[src/rtl/cache_pkg.sv]
// Shared definitions for the write-back cache controller and the datapath decoder.
package cache_pkg;

  typedef enum logic [1:0] {
    IDLE      = 2'd0,
    WRITEBACK = 2'd1,
    REFILL    = 2'd2,
    COMMIT    = 2'd3
  } state_t;

  // cache_in_select encodings
  localparam logic CACHE_SEL_CPU = 1'b1;
  localparam logic CACHE_SEL_MEM = 1'b0;

  // mem_in_select encodings
  localparam logic MEM_SEL_VICTIM = 1'b1;
  localparam logic MEM_SEL_REQ    = 1'b0;

  // Opcodes the datapath decodes into req_valid / req_is_store
  localparam logic [5:0] OPC_LW = 6'h23;
  localparam logic [5:0] OPC_SW = 6'h2b;

  function automatic int beat_width(input int words);
    return (words > 1) ? $clog2(words) : 1;
  endfunction

endpackage

[src/rtl/cache_wb_ctrl_sat_counter.sv]
// Saturating up-counter used for the controller's performance statistics.
module sat_counter #(
  parameter int WIDTH = 32
) (
  input  logic             clk,
  input  logic             rst_b,
  input  logic             inc,
  output logic [WIDTH-1:0] count
);

  always_ff @(posedge clk) begin
    if (rst_b) begin
      count <= '0;
    end else if (inc && (count != {WIDTH{1'b1}})) begin
      count <= count + WIDTH'(1);
    end
  end

endmodule

[src/rtl/cache_wb_ctrl.sv]
// Write-back cache controller: hit service, dirty writeback, per-beat refill, replay.
module cache_wb_ctrl
  import cache_pkg::*;
#(
  parameter int   WORDS_PER_BLOCK = 4,
  parameter int   CNT_W           = 32,
  localparam int  BEAT_W          = beat_width(WORDS_PER_BLOCK)
) (
  input  logic              clk,
  input  logic              rst_b,
  input  logic              req_valid,
  input  logic              req_is_store,
  input  logic              hit,
  input  logic              dirty,
  input  logic              mem_ready,
  output logic              stall,
  output logic              reg_write_enable,
  output logic              cache_we,
  output logic              cache_in_select,
  output logic              mem_we,
  output logic              mem_re,
  output logic              mem_in_select,
  output logic [BEAT_W-1:0] beat_idx,
  output logic [CNT_W-1:0]  hit_count,
  output logic [CNT_W-1:0]  miss_count,
  output logic [CNT_W-1:0]  wb_count
);

  localparam logic [BEAT_W-1:0] LAST_BEAT = BEAT_W'(WORDS_PER_BLOCK - 1);

  state_t            state;
  logic              replay;
  logic              last_beat;
  logic [BEAT_W-1:0] beat_inc;
  logic              lookup;
  logic              hit_inc;
  logic              miss_inc;
  logic              wb_inc;

  assign last_beat = (beat_idx == LAST_BEAT);
  // A single-word block keeps beat_idx pinned at 0.
  assign beat_inc  = (WORDS_PER_BLOCK == 1) ? '0 : beat_idx + BEAT_W'(1);

  assign lookup   = (state == IDLE) && req_valid;
  // The replayed access after COMMIT is not a new lookup; an aliasing miss still is.
  assign hit_inc  = lookup && hit && !replay;
  assign miss_inc = lookup && !hit;
  assign wb_inc   = miss_inc && dirty;

  always_ff @(posedge clk) begin
    if (rst_b) begin
      state    <= IDLE;
      beat_idx <= '0;
      replay   <= 1'b0;
    end else begin
      case (state)
        IDLE: begin
          if (req_valid) begin
            replay <= 1'b0;
            if (!hit) begin
              state    <= dirty ? WRITEBACK : REFILL;
              beat_idx <= '0;
            end
          end
        end
        WRITEBACK: begin
          if (mem_ready) begin
            if (last_beat) begin
              state    <= REFILL;
              beat_idx <= '0;
            end else begin
              beat_idx <= beat_inc;
            end
          end
        end
        REFILL: begin
          if (mem_ready) begin
            beat_idx <= beat_inc;
            if (last_beat) begin
              state <= COMMIT;
            end
          end
        end
        COMMIT: begin
          replay <= 1'b1;
          state  <= IDLE;
        end
        default: begin
          state    <= IDLE;
          beat_idx <= '0;
        end
      endcase
    end
  end

  always_comb begin
    stall            = 1'b0;
    reg_write_enable = 1'b0;
    cache_we         = 1'b0;
    cache_in_select  = CACHE_SEL_MEM;
    mem_we           = 1'b0;
    mem_re           = 1'b0;
    mem_in_select    = MEM_SEL_REQ;
    case (state)
      IDLE: begin
        if (req_valid) begin
          if (hit) begin
            reg_write_enable = !req_is_store;
            cache_we         = req_is_store;
            cache_in_select  = req_is_store ? CACHE_SEL_CPU : CACHE_SEL_MEM;
          end else begin
            stall = 1'b1;
          end
        end
      end
      WRITEBACK: begin
        stall         = 1'b1;
        mem_we        = 1'b1;
        mem_in_select = MEM_SEL_VICTIM;
      end
      REFILL: begin
        stall           = 1'b1;
        mem_re          = 1'b1;
        mem_in_select   = MEM_SEL_REQ;
        cache_we        = mem_ready;
        cache_in_select = CACHE_SEL_MEM;
      end
      COMMIT: begin
        stall = 1'b1;
      end
      default: begin
        stall = 1'b0;
      end
    endcase
  end

  sat_counter #(.WIDTH(CNT_W)) u_hit_cnt (
    .clk   (clk),
    .rst_b (rst_b),
    .inc   (hit_inc),
    .count (hit_count)
  );

  sat_counter #(.WIDTH(CNT_W)) u_miss_cnt (
    .clk   (clk),
    .rst_b (rst_b),
    .inc   (miss_inc),
    .count (miss_count)
  );

  sat_counter #(.WIDTH(CNT_W)) u_wb_cnt (
    .clk   (clk),
    .rst_b (rst_b),
    .inc   (wb_inc),
    .count (wb_count)
  );

endmodule

[config.mk]
export PLATFORM = sky130hd
export DESIGN_NAME = cache_wb_ctrl
export DESIGN_NICKNAME = d
export VERILOG_FILES = /design/src/rtl/cache_pkg.sv /design/src/rtl/cache_wb_ctrl_sat_counter.sv /design/src/rtl/cache_wb_ctrl.sv
export SDC_FILE = /design/constraint.sdc
export NUM_CORES = 1
export LEC_CHECK = 0
export BUFFER_PORTS_ARGS = -buffer_cell sky130_fd_sc_hd__buf_2
export CAP_MARGIN = 15
export CORE_ASPECT_RATIO = 0.8
export CORE_MARGIN = 4
export CORE_UTILIZATION = 60
export CTS_CLUSTER_DIAMETER = 120
export DETAILED_ROUTE_END_ITERATION = 16
export GPL_ROUTABILITY_DRIVEN = 1
export GPL_TIMING_DRIVEN = 0
export HOLD_SLACK_MARGIN = 0.05
export PLACE_DENSITY_LB_ADDON = 0.2
export SYNTH_ARGS = -nofsm -noshare
export SYNTH_HDL_FRONTEND = slang
export SYNTH_SLANG_ARGS = --single-unit
[constraint.sdc]
create_clock -name clk -period 3.2 [get_ports clk]
set_input_delay 0.16 -clock clk [delete_from_list [all_inputs] [get_ports clk]]
set_output_delay 0.16 -clock clk [all_outputs]
set_load 0.01 [all_outputs]
Yosys cells after proc, flatten, opt, wreduce, memory -nomap -nowiden
Cells that the tools add are included.
Storage, ports and cells
  register bits: 101
  bits in latches: 0
  memory bits (writable): 0
  bits in read-only memories: 0
  bits of input ports: 7
  output and inout bits: 105
  word-level logic and storage cells: 72
  memories: 0
Cells by class
  $add $sub $neg: 4
  multiply operators: 0
  divide/modulo/power cells: 0
  magnitude comparators: 0
  equal/unequal tests: 13
  shift operators: 0
  muxes and demuxes: 31
  bitwise operators: 0
  reduce and logical (&&, ||, !) cells: 18
Operators with widths (number)
  $add A32 B1 Y32 const B: 3
  $ne A32 B32 Y1 const B: 3
  $mux W2: 12
  $mux W1: 14
  $ne A2 B2 Y1 const B: 6
  $logic_and A1 B1 Y1: 8
  $pmux W2 S4: 1
  $eq A2 B2 Y1 const B: 3
  $pmux W1 S2: 3
  $pmux W2 S3: 1
  $reduce_and A6 Y1: 1
  $reduce_and A5 Y1: 1
  $logic_not A1 Y1: 3
  $reduce_bool A3 Y1: 1
  $reduce_or A3 Y1: 1
  $add A2 B1 Y2 const B: 1
  $eq A2 B1 Y1 const B: 1
  $logic_not A2 Y1: 1
  $reduce_and A2 Y1: 1
  $reduce_bool A2 Y1: 1

Depth between registers and ports, before layout
Gate-level depths: netlist of run 1.
  depth after elaboration: 5
  depth in mapped cells: 9

Modules after synthesis
Synthesis of run 1 repeated with hierarchy kept, for this count alone.
Second synthesis, totals
  cells, all modules: 651
  area, all modules: 5467.7 um^2
Modules (own cells, without submodules)
  sat_counter: times used 3, cells each 199, area each 1674.1 um^2
  cache_wb_ctrl: times used 1, cells each 54, area each 445.4 um^2

Worst setup path after synthesis of run 1
OpenSTA, ideal clock, no wires.
  path kind: flip-flop to flip-flop
  start: register state[0]
  end: register u_miss_cnt.count[13]
  setup time: 0.070 ns
  arrival: 2.009 ns
  data required time: 3.130 ns
  slack: 1.121 ns
  stages on the path, launching flop included: 9
  cells stage by stage: dfxtp_1 inv_1 ha_1 nand3b_1 nor4_2 o31ai_4 buf_6 or3_1 a21oi_1
Between the ends
  word-level cells in the longest chain between the ends: 4
Ends and longest elaborated chain
  start: declaration: RTL line cache_wb_ctrl.sv:31  | state_t state;
  start signal: assignment: RTL line cache_wb_ctrl.sv:61  | state <= dirty ? WRITEBACK : REFILL;
  $logic_not A2 Y1: RTL line cache_wb_ctrl.sv:44  | assign lookup = (state == IDLE) && req_valid;
  $logic_and A1 B1 Y1: RTL line cache_wb_ctrl.sv:44
  $logic_and A1 B1 Y1: RTL line cache_wb_ctrl.sv:47  | assign miss_inc = lookup && !hit;
  $logic_and A1 B1 Y1: RTL line cache_wb_ctrl_sat_counter.sv:14  | end else if (inc && (count != {WIDTH{1'b1}})) begin
  end signal: assignment: RTL line cache_wb_ctrl_sat_counter.sv:15  | count <= count + WIDTH'(1);
  end: declaration: RTL line cache_wb_ctrl_sat_counter.sv:8  | output logic [WIDTH-1:0] count
Every way passes these cells.
A chain may end at the register's enable or synchronous reset.

Worst setup path in the final report of run 1
  start: register state[0]
  end: register u_hit_cnt.count[31]
Between the ends
  word-level cells in the longest chain between the ends: 5
Ends and longest elaborated chain
  $logic_not A2 Y1: RTL line cache_wb_ctrl.sv:44
  $logic_and A1 B1 Y1: RTL line cache_wb_ctrl.sv:44
  $logic_and A1 B1 Y1 (2 in a row): RTL line cache_wb_ctrl.sv:46  | assign hit_inc = lookup && hit && !replay;
  $logic_and A1 B1 Y1: RTL line cache_wb_ctrl_sat_counter.sv:14
  end signal: assignment: RTL line cache_wb_ctrl_sat_counter.sv:15
  end: declaration: RTL line cache_wb_ctrl_sat_counter.sv:8
Every way passes these cells.

==> results_dict.tcl, run 1 <==
set metrics [dict create \
    hp-start "req_valid" \
    setup_repair_after_global_routing_missed_its_margin "false" \
    critical_path_peak_fanout 8 \
    synth.top_cells.by_area "sky130_fd_sc_hd__dfxtp_1 (37%), sky130_fd_sc_hd__a21oi_1 (6.7%), sky130_fd_sc_hd__or4_1 (4.9%)" \
    synthesis.area_per_instance_um2 8.22 \
    maxSlewViolCount 0 \
    detailed_place_hpwl_um 11600 \
    floorplan.rows 30 \
    synth_enable_flop_cells 0 \
    post_synthesis_async_set_or_reset_flop_share 0 \
    hold_depth 4 \
    yosys_most_used_dff "sky130_fd_sc_hd__dfxtp_1" \
    clock-root-buffer "sky130_fd_sc_hd__clkbuf_16" \
    number_of_global_route_vias_before_repair 5384 \
    min_delay_worst_endpoint "replay" \
    final_cell_mix "sky130_fd_sc_hd__buf_2 (120), sky130_fd_sc_hd__dfxtp_1 (101), sky130_fd_sc_hd__a21oi_1 (73), sky130_fd_sc_hd__nor2_1 (48), sky130_fd_sc_hd__nand2_1 (42)" \
    synth_cell_type_count 54 \
    endpoint_kind "register" \
    period_share 0.799 \
    cts.sink_count 101 \
    cts_stage_hold_buffer_count 0 \
    critPathArrivalTime_ns 2.83 \
    timing.reg2reg.setup_slack_ns 0.64 \
    cts_setup_buffers 0 \
    drv.max_cap_violation_count 0 \
    netSwitchingFraction 0.288 \
    clock_skew_ns 0.0104 \
    drc 0 \
    path_clk_slew_ns 0.07 \
    design.final.nets 802 \
    route.detailed.vias_per_inst 6.63 \
    initial_core_util 0.630 \
    peakVddDrop_v 0.000341 \
    yosysWarningCount 0 \
    power.share.combinational 0.158 \
    post-synth-top-area-cell "sky130_fd_sc_hd__dfxtp_1" \
    clk_latency_worst_skew_pair_ns 0.35 \
    residual_overflow_from_global_routing 0 \
    wl_per_cell_um 17.9 \
    final_util 0.740 \
    drt_wl_total_um 16100 \
    net_switching_w 0.000796 \
    fin_setup_tns_ns 0 \
    status "completed" \
    ys_seq_elements 101 \
    core_region_area_mm2 0.00867 \
    synth_area_mm2 0.00547 \
    r2r_cells 7 \
    tritoncts "done" \
    wire_length_of_the_first_global_routing_pass_um 26000 \
    final_antenna_net_count 0 \
    slew-limit-headroom 0.535 \
    fmax_mhz 391 \
    antenna_cells_inserted 0 \
    synth.top_cell.area_share 0.370 \
    r2r-start "state[0]" \
    die_w_um 115 \
    grt_start_max_net_pins 16 \
    clock_network_power_share 0.370 \
    cts-resized-gates 0 \
    setup.worst_path.start_class "register" \
    share_seq_of_total_power 0.472 \
    count_of_final_setup_violators 0 \
    p_leak_nw 2.47 \
    p_int_w 0.00197 \
    number_of_antenna_violations_at_the_first_check_in_global_routing 0 \
    gp_routability_congestion 0.935 \
    worst_hold_path_type "primary input to register" \
    criticalPathCategory "register to register" \
    htreeDepth 3 \
    floorplan.die_area_mm2 0.0107 \
    critPathRequiredTime_ns 3.48 \
    grt_use_total 0.296 \
    number_of_hold_violations_in_the_final_report 0 \
    clk_path_buf_depth 2 \
    detailedRoute.firstPassIterationCount 7 \
    ios 112 \
    syn-instance-count 665 \
    drt-initial-drc-count 678 \
    rr_endpoint "u_hit_cnt.count[31]" \
    fp.dieH_um 93.4 \
    pwr_dens_mw_per_mm2 431 \
    timing_worst_slew_pin_value_ns 0.692 \
    cts_inserted_buffers 9 \
    flow.area_growth_from_synthesis_pct 17.4 \
    layout.cells.most_common "sky130_fd_sc_hd__buf_2" \
    routed-via-count 5970 \
    ys_seq_area_frac 0.370 \
    final_layout_size_suffix_gt1_frac 0.207 \
    finalWorstPathRequiredPeriod_ns 2.56 \
    synth_nets 682 \
    port_buffers 109 \
]
## synth_stat cells (2+ instances only)
cell type,number
sky130_fd_sc_hd__nand2b_1,3
sky130_fd_sc_hd__buf_2,11
sky130_fd_sc_hd__ha_1,10
sky130_fd_sc_hd__o21ai_0,32
sky130_fd_sc_hd__o31ai_1,35
sky130_fd_sc_hd__o31ai_4,2
sky130_fd_sc_hd__clkbuf_1,18
sky130_fd_sc_hd__or2_2,2
sky130_fd_sc_hd__and2_1,2
sky130_fd_sc_hd__a21oi_1,73
sky130_fd_sc_hd__or4_1,36
sky130_fd_sc_hd__nand4_1,32
sky130_fd_sc_hd__nor3_1,10
sky130_fd_sc_hd__inv_1,15
sky130_fd_sc_hd__nand3_1,39
sky130_fd_sc_hd__and3_1,12
sky130_fd_sc_hd__nand2_1,42
sky130_fd_sc_hd__and4_1,9
sky130_fd_sc_hd__nor2_1,48
sky130_fd_sc_hd__o21ai_1,8
sky130_fd_sc_hd__a211oi_1,4
sky130_fd_sc_hd__and4_4,2
sky130_fd_sc_hd__xor2_1,3
sky130_fd_sc_hd__nand4_2,2
sky130_fd_sc_hd__or3_1,37
sky130_fd_sc_hd__nand4b_1,3
sky130_fd_sc_hd__nand3b_1,2
sky130_fd_sc_hd__dfxtp_1,101
sky130_fd_sc_hd__nor3_2,2
sky130_fd_sc_hd__nor2b_1,18
sky130_fd_sc_hd__xnor2_1,3
sky130_fd_sc_hd__mux2i_1,4
sky130_fd_sc_hd__buf_6,5
sky130_fd_sc_hd__and4b_1,2
sky130_fd_sc_hd__mux2_1,9
sky130_fd_sc_hd__nor4_1,5
sky130_fd_sc_hd__mux2_2,5
sky130_fd_sc_hd__nor4_2,3
## area by class of cell
type                       count  area, µm²
fill                         673       2250
tap                          112        140
sequential                   101       2020
clock buffer                  11        243
timing repair buffer         109        546
buffer                        36        190
clock inverter                 4       25.0
multi-input combinational    513       3200
inverter                      15       56.3
## kinds of logic (layout without fill, tap and decap cells)
family          Yosys count  after routing  synth area share
fa+ha+maj                10             10            0.0229
xor+xnor                  6              6           0.00961
simple gates            317            317             0.339
mux                      18             18            0.0362
compound gates          162            162             0.177
buf+inv                  51            175            0.0451
flops                   101            101             0.370
## stage by stage
step	cell area (µm²)	hold WS, ns	total power [W]	instances	setup WS [ns]
after global routing	6420	0.292	0.00286	901	0.509
after global placement	6150	0.474	0.00174	886	0.846
final	6420	0.238	0.00276	901	0.643
after floorplan	5470	0.384	0.00162	665	1.12
after detailed placement	6150	0.487	0.00176	886	0.756
after CTS	6420	0.208	0.00276	901	0.702
## routing by layer
layer,GRT usage,vias up,routed length (µm),share of wire
li1,-,2763,-,-
met1,0.393,2835,6680,0.41
met2,0.482,329,7600,0.47
met3,0.0712,43,1530,0.095
met4,0.0811,0,330,0.020
met5,0,-,0,0
## power groups by stage
stage	sequential, W	combinational, W	clock (W)
floorplan	0.00133	0.000288	0
global placement	0.00133	0.000411	0
detailed placement	0.00133	0.000426	0
CTS	0.00130	0.000429	0.00102
global route	0.00131	0.000482	0.00107
finish	0.00130	0.000436	0.00102
## registers in the layout (all words and copies together), names as in the netlist
name              count
u_wb_cnt.count       32
u_miss_cnt.count     32
u_hit_cnt.count      32
replay                1
beat_idx              2
state                 2
## worst max-delay path, stage by stage, from the launching register on
cell and delay (ns):
sky130_fd_sc_hd__dfxtp_1 0.33, sky130_fd_sc_hd__inv_1 0.15, sky130_fd_sc_hd__ha_1 0.32, sky130_fd_sc_hd__nand4b_1 0.23, sky130_fd_sc_hd__nor3_1 0.45, sky130_fd_sc_hd__o2111ai_1 0.41
sky130_fd_sc_hd__or3_1 0.43, sky130_fd_sc_hd__a21oi_1 0.16
## worst max-delay path by stage
stage                     startpoint              endpoint  slack [ns]  cells after the start
after CTS                   state[0]   u_hit_cnt.count[31]        0.70                      7
after global routing        state[0]   u_hit_cnt.count[31]        0.51                      7
final                       state[0]   u_hit_cnt.count[31]        0.64                      7
after global placement      state[0]    u_wb_cnt.count[30]        0.85                      8
after detailed placement    state[0]   u_hit_cnt.count[22]        0.76                      7
after floorplan             state[0]  u_miss_cnt.count[13]        1.12                      8
No activity file was read; power rests on OpenSTA's default activity.
==> inputs of run 2 (changes only) <==
CORE_UTILIZATION = 50   (was 60)
clock period = 2.11 ns   (was 3.2 ns; I/O delays follow)
==> run 2 against run 1 <==
Effect of this change: maximum frequency rose by 21%; power rose by 58%; via count rose by 0.50%; first-iteration DRC count fell by 7.2%; clock power rose by 49%; non-clock buffer count rose by 20; clock skew fell by 0.0038 ns; cell area rose by 8.0%; wire length rose by 5.2%; flip-flop and latch count did not move; die area rose by 18%; hold slack got worse by 0.030 ns; critical path type unchanged; critical endpoint is now u_wb_cnt.count[27]; largest power group unchanged.
==> results_dict.tcl, run 2 (synthesis gave the netlist of run 1 again) <==
set metrics [dict create \
    status "completed" \
    report.power.total_w 0.00436 \
    grt.busiest_layer "met2" \
    design.final.nets 823 \
    htreeDepth 3 \
    critPathRequiredTime_ns 2.39 \
    routed-via-count 6000 \
    fill_cells 863 \
    final_layout_size_suffix_gt1_frac 0.307 \
    number_of_global_route_vias_before_repair 5350 \
    clock-root-buffer "sky130_fd_sc_hd__clkbuf_16" \
    setup_repair_after_global_routing_missed_its_margin "true" \
    wl_per_cell_um 17.9 \
    timing.critical_path.cells "inv_2 -> ha_4 -> buf_4 -> nand4b_1 -> nor2_2 -> nand4_1 -> or4_1 -> a21oi_2" \
    route.detailed.vias_per_inst 6.32 \
    endpoint_kind "register" \
    critPathArrivalTime_ns 2.38 \
    hp-start "dirty" \
    clk_path_buf_depth 2 \
    cts.sink_count 101 \
    floorplan.rows 33 \
    placedInstanceArea_mm2 0.00619 \
    gp_routability_congestion 0.951 \
    count_of_final_setup_violators 0 \
    cpLargestDelayFamily "simple AND/OR/NAND/NOR gates" \
    grt_use_total 0.250 \
    cts_inserted_buffers 9 \
    clk_latency_worst_skew_pair_ns 0.34 \
    core_region_area_mm2 0.0104 \
    pwr_dens_mw_per_mm2 629 \
    residual_overflow_from_global_routing 0 \
    finalWorstPathRequiredPeriod_ns 2.11 \
    fmax_mhz 475 \
    layout.cells.most_common "sky130_fd_sc_hd__buf_2" \
    die_w_um 125 \
    r2r_cells 8 \
    number_of_antenna_violations_at_the_first_check_in_global_routing 0 \
    wire_length_of_the_first_global_routing_pass_um 26500 \
    timing.critical_path.buf_inv 2 \
    antenna_cells_inserted 0 \
    clock_skew_ns 0.00653 \
    critical_path_peak_fanout 6 \
    detailed_place_hpwl_um 11700 \
    min_delay_worst_endpoint "state[1]" \
    gr-usage-met1 0.323 \
    floorplan.die_area_mm2 0.0127 \
    drt-initial-drc-count 629 \
    final_antenna_net_count 0 \
    tritoncts "done" \
    timing_worst_slew_pin_value_ns 0.678 \
    global_route.usage.met3 0.0559 \
    period_share 0.998 \
    rr_endpoint "u_wb_cnt.count[27]" \
    maxSlewViolCount 0 \
    criticalPathCategory "register to register" \
    initial_core_util 0.523 \
    ios 112 \
    peakVddDrop_v 0.000473 \
    drt_wl_total_um 17000 \
    crit_cells 8 \
    timing.reg2reg.setup_slack_ns 0.003 \
    r2r-start "state[1]" \
    setup.worst_path.start_class "register" \
    worst_path_max_delay_cell "sky130_fd_sc_hd__or4_1" \
    hold_depth 4 \
    number_of_hold_violations_in_the_final_report 0 \
    layout.cell_area.non_filler_mm2 0.00693 \
    cts_stage_hold_buffer_count 0 \
    detailedRoute.firstPassIterationCount 5 \
    drc 0 \
    worst_path_largest_cell_delay_ns 0.48 \
    port_buffers 109 \
    path_clk_slew_ns 0.07 \
    grt.met2_usage 0.419 \
    grt_start_max_net_pins 15 \
    final_cell_mix "sky130_fd_sc_hd__buf_2 (112), sky130_fd_sc_hd__dfxtp_1 (73), sky130_fd_sc_hd__a21oi_1 (70), sky130_fd_sc_hd__nor2_1 (46), sky130_fd_sc_hd__nand2_1 (41)" \
    fp.dieH_um 102 \
    slew-limit-headroom 0.548 \
    registers_with_the_most_flip_flops "u_hit_cnt.count x32, u_miss_cnt.count x32, u_wb_cnt.count x32" \
    worst_hold_path_type "primary input to register" \
    p_leak_nw 2.70 \
    drv.max_cap_violation_count 0 \
    flow.area_growth_from_synthesis_pct 26.8 \
]
## run 2: per-layer routing
metal	wire [µm]	part of all wire
met5	0	0
met4	369	0.022
met3	1250	0.074
met2	8210	0.48
met1	7160	0.42
## run 2: final cells by class
cell class,instances,area [µm²],area share
Multi-Input combinational cell,514,3430,0.495
Timing Repair Buffer,132,726,0.105
Sequential cell,101,2070,0.299
Buffer,33,209,0.0301
Clock inverter,2,10.0,0.00144
Clock buffer,13,250,0.0361
Inverter,15,56.3,0.00812
Tap cell,140,175,0.0253
## run 2: what timing repair did
| action | 4_1_cts | 5_1_grt |
|---|---|---|
| resized for setup | 26 | 79 |
| hold endpoints to repair | 0 | 0 |
| cloned | 1 | 1 |
| pin swaps | 7 | 16 |
| setup buffers | 5 | 17 |
| setup endpoints to repair | 78 | 77 |
## run 2: where the power goes
group,switching (W),leakage (nW),internal [W]
clock,0.000692,0.129,0.000824
sequential,0.0000514,0.830,0.00194
combinational,0.000511,1.74,0.000344
## run 2: stage by stage
step | hold WS (ns) | std cells | utilization | setup WS, ns | setup TNS [ns]
6_report | 0.208 | 950 | 0.664 | 0.00337 | 0
5_1_grt | 0.228 | 950 | 0.664 | -0.0638 | -0.351
4_1_cts | 0.142 | 934 | 0.630 | -0.00175 | -0.00175
3_5_place_dp | 0.477 | 914 | 0.592 | -0.337 | -15.68
3_3_place_gp | 0.475 | 914 | 0.592 | -0.254 | -12.08
2_1_floorplan | 0.319 | 665 | - | 0.0310 | 0
## run 2: how the worst max path moves through the flow
| stage | to | startpoint |
|---|---|---|
| 6_report | u_wb_cnt.count[27] | state[1] |
| 5_1_grt | u_miss_cnt.count[17] | u_miss_cnt.count[2] |
| 4_1_cts | u_hit_cnt.count[28] | u_hit_cnt.count[7] |
| 3_5_place_dp | u_miss_cnt.count[13] | state[0] |
| 3_3_place_gp | u_wb_cnt.count[30] | state[0] |
| 2_1_floorplan | u_miss_cnt.count[13] | state[0] |
## run 2: worst register-to-register path: cells and delay by family, from the launching register on
kind | cells | cell delay (ns)
buffers and inverters | 2 | 0.21
flip-flops | 1 | 0.35
AO/OA/AOI/OAI | 1 | 0.14
AND/OR/NAND/NOR | 4 | 1.19
adder cells (fa/ha/maj) | 1 | 0.17
==> inputs of run 3 (changes only) <==
CORE_ASPECT_RATIO = unset   (was 0.8)
==> run 3 against run 2 <==
Effect of this change: cell area is 0.34% lower; hold slack got worse by 0.070 ns; maximum frequency is 1.6% higher; clock skew up 0.0029 ns; combinational power fell by 9.7%; setup slack improved by 0.034 ns; non-clock buffer count rose by 1; largest cell class unchanged.
==> results_dict.tcl, run 3 (synthesis gave the netlist of run 1 again) <==
set metrics [dict create \
    timing.reg2reg.setup_slack_ns 0.04 \
    p_leak_nw 2.69 \
    final_antenna_net_count 0 \
    fmax_mhz 482 \
    critPathRequiredTime_ns 2.40 \
    design.final.nets 824 \
    grt_use_total 0.247 \
    endpoint_kind "register" \
    drc 0 \
    clk_path_buf_depth 2 \
    timing.hold.ws_ns 0.137 \
    worst_hold_path_type "primary input to register" \
    residual_overflow_from_global_routing 0 \
    clock-root-buffer "sky130_fd_sc_hd__clkbuf_8" \
    hp-start "dirty" \
    status "completed" \
    rr_endpoint "u_wb_cnt.count[31]" \
    final_cell_mix "sky130_fd_sc_hd__buf_2 (113), sky130_fd_sc_hd__a21oi_1 (69), sky130_fd_sc_hd__dfxtp_1 (66), sky130_fd_sc_hd__nor2_1 (46), sky130_fd_sc_hd__nand2_1 (41)" \
    critPathArrivalTime_ns 2.36 \
    flow.area_growth_from_synthesis_pct 26.4 \
    cts_inserted_buffers 9 \
    min_delay_worst_endpoint "state[1]" \
    wl_per_cell_um 17.5 \
    routed-via-count 6041 \
    drv.max_cap_violation_count 0 \
    r2r-start "u_wb_cnt.count[8]" \
    antenna_cells_inserted 0 \
    period_share 0.982 \
    multi_input_gate_area_in_the_final_layout_mm2 0.00346 \
    finalWorstPathRequiredPeriod_ns 2.07 \
    peakVddDrop_v 0.000282 \
    drt_wl_total_um 16600 \
    setup.worst_path.start_class "register" \
    detailed_place_hpwl_um 11600 \
    slew-limit-headroom 0.550 \
    timing_worst_slew_pin_value_ns 0.675 \
    final_layout_size_suffix_gt1_frac 0.319 \
    fin_setup_tns_ns 0 \
    count_of_final_setup_violators 0 \
    critical_path_peak_fanout 10 \
    route.detailed.vias_per_inst 6.39 \
    htreeDepth 3 \
    drt-initial-drc-count 491 \
    layout.cells.most_common "sky130_fd_sc_hd__buf_2" \
    tritoncts "done" \
    place.detailed.instances 910 \
    cts.sink_count 101 \
    number_of_antenna_violations_at_the_first_check_in_global_routing 0 \
    ios 112 \
    clk_latency_worst_skew_pair_ns 0.37 \
    die_w_um 113 \
    number_of_global_route_vias_before_repair 5634 \
    clock_skew_ns 0.00948 \
    layout.cell_area.non_filler_mm2 0.00691 \
    number_of_hold_violations_in_the_final_report 0 \
    registers_with_the_most_flip_flops "u_hit_cnt.count x32, u_miss_cnt.count x32, u_wb_cnt.count x32" \
    gp_routability_congestion 0.945 \
    core_region_area_mm2 0.0105 \
    floorplan.die_area_mm2 0.0127 \
    final_util 0.658 \
    maxSlewViolCount 0 \
    r2r_cells 8 \
    criticalPathCategory "register to register" \
    setup_repair_after_global_routing_missed_its_margin "true" \
    initial_core_util 0.520 \
    detailedRoute.firstPassIterationCount 7 \
    floorplan.rows 37 \
    hold_depth 4 \
    port_buffers 109 \
    grt_start_max_net_pins 16 \
    fill_cells 879 \
    fp.dieH_um 113 \
    pwr_dens_mw_per_mm2 589 \
    path_clk_slew_ns 0.09 \
    placedInstanceArea_mm2 0.00618 \
    wire_length_of_the_first_global_routing_pass_um 26600 \
    ff_latch_area_mm2 0.00209 \
    fin_cells 946 \
]
[run 3: how the worst max path moves through the flow]
stage / start / end / slack, ns / cells past startpoint
after detailed placement: state[0] / u_hit_cnt.count[31] / -0.41 / 7
after CTS: u_miss_cnt.count[18] / u_miss_cnt.count[13] / 0.003 / 6
after global placement: state[0] / u_hit_cnt.count[31] / -0.36 / 7
after global routing: state[1] / u_hit_cnt.count[28] / -0.06 / 8
after floorplan: state[0] / u_miss_cnt.count[13] / 0.03 / 8
final: u_wb_cnt.count[8] / u_wb_cnt.count[31] / 0.04 / 8
[run 3: timing repair]
action | in CTS | in global routing
pin swaps | 8 | 12
gates resized for setup | 27 | 86
hold buffers | 0 | 0
setup buffers | 7 | 15
gates cloned | 1 | 1
setup endpoints to repair | 84 | 78
[run 3: through the flow]
step	total power (W)	setup WS [ns]
after floorplan	0.00246	0.0310
final	0.00407	0.0373
after global placement	0.00263	-0.362
after CTS	0.00401	0.00314
after global routing	0.00424	-0.0560
after detailed placement	0.00266	-0.410
[run 3: critical path, cell delays in order (launching register included)]
cell and delay [ns]:
sky130_fd_sc_hd__dfxtp_2 0.36, sky130_fd_sc_hd__and4_4 0.19, sky130_fd_sc_hd__and2_1 0.13, sky130_fd_sc_hd__buf_2 0.17, sky130_fd_sc_hd__and4b_1 0.21, sky130_fd_sc_hd__buf_6 0.14, sky130_fd_sc_hd__buf_6 0.14, sky130_fd_sc_hd__or4_1 0.49
sky130_fd_sc_hd__a21oi_1 0.17
[run 3: power by group]
part / total, W / internal [W] / switching, W
Combinational: 0.000773 / 0.000305 / 0.000468
Sequential: 0.00199 / 0.00194 / 0.0000483
Clock: 0.00131 / 0.000652 / 0.000660
Total: 0.00407 / 0.00289 / 0.00118
[run 3: cell type report]
type,instances,area share
Buffer,34,0.0304
Clock buffer,9,0.0179
Clock inverter,5,0.0112
Inverter,15,0.00851
Multi-Input combinational cell,514,0.501
Sequential cell,101,0.302
Tap cell,136,0.0246
Timing Repair Buffer,132,0.104
[run 3: routing by layer]
metal  wire length [µm]  track usage
met1               6760        0.306
met2               8330        0.428
met3               1130       0.0388
met4                357       0.0954
met5                  0            0
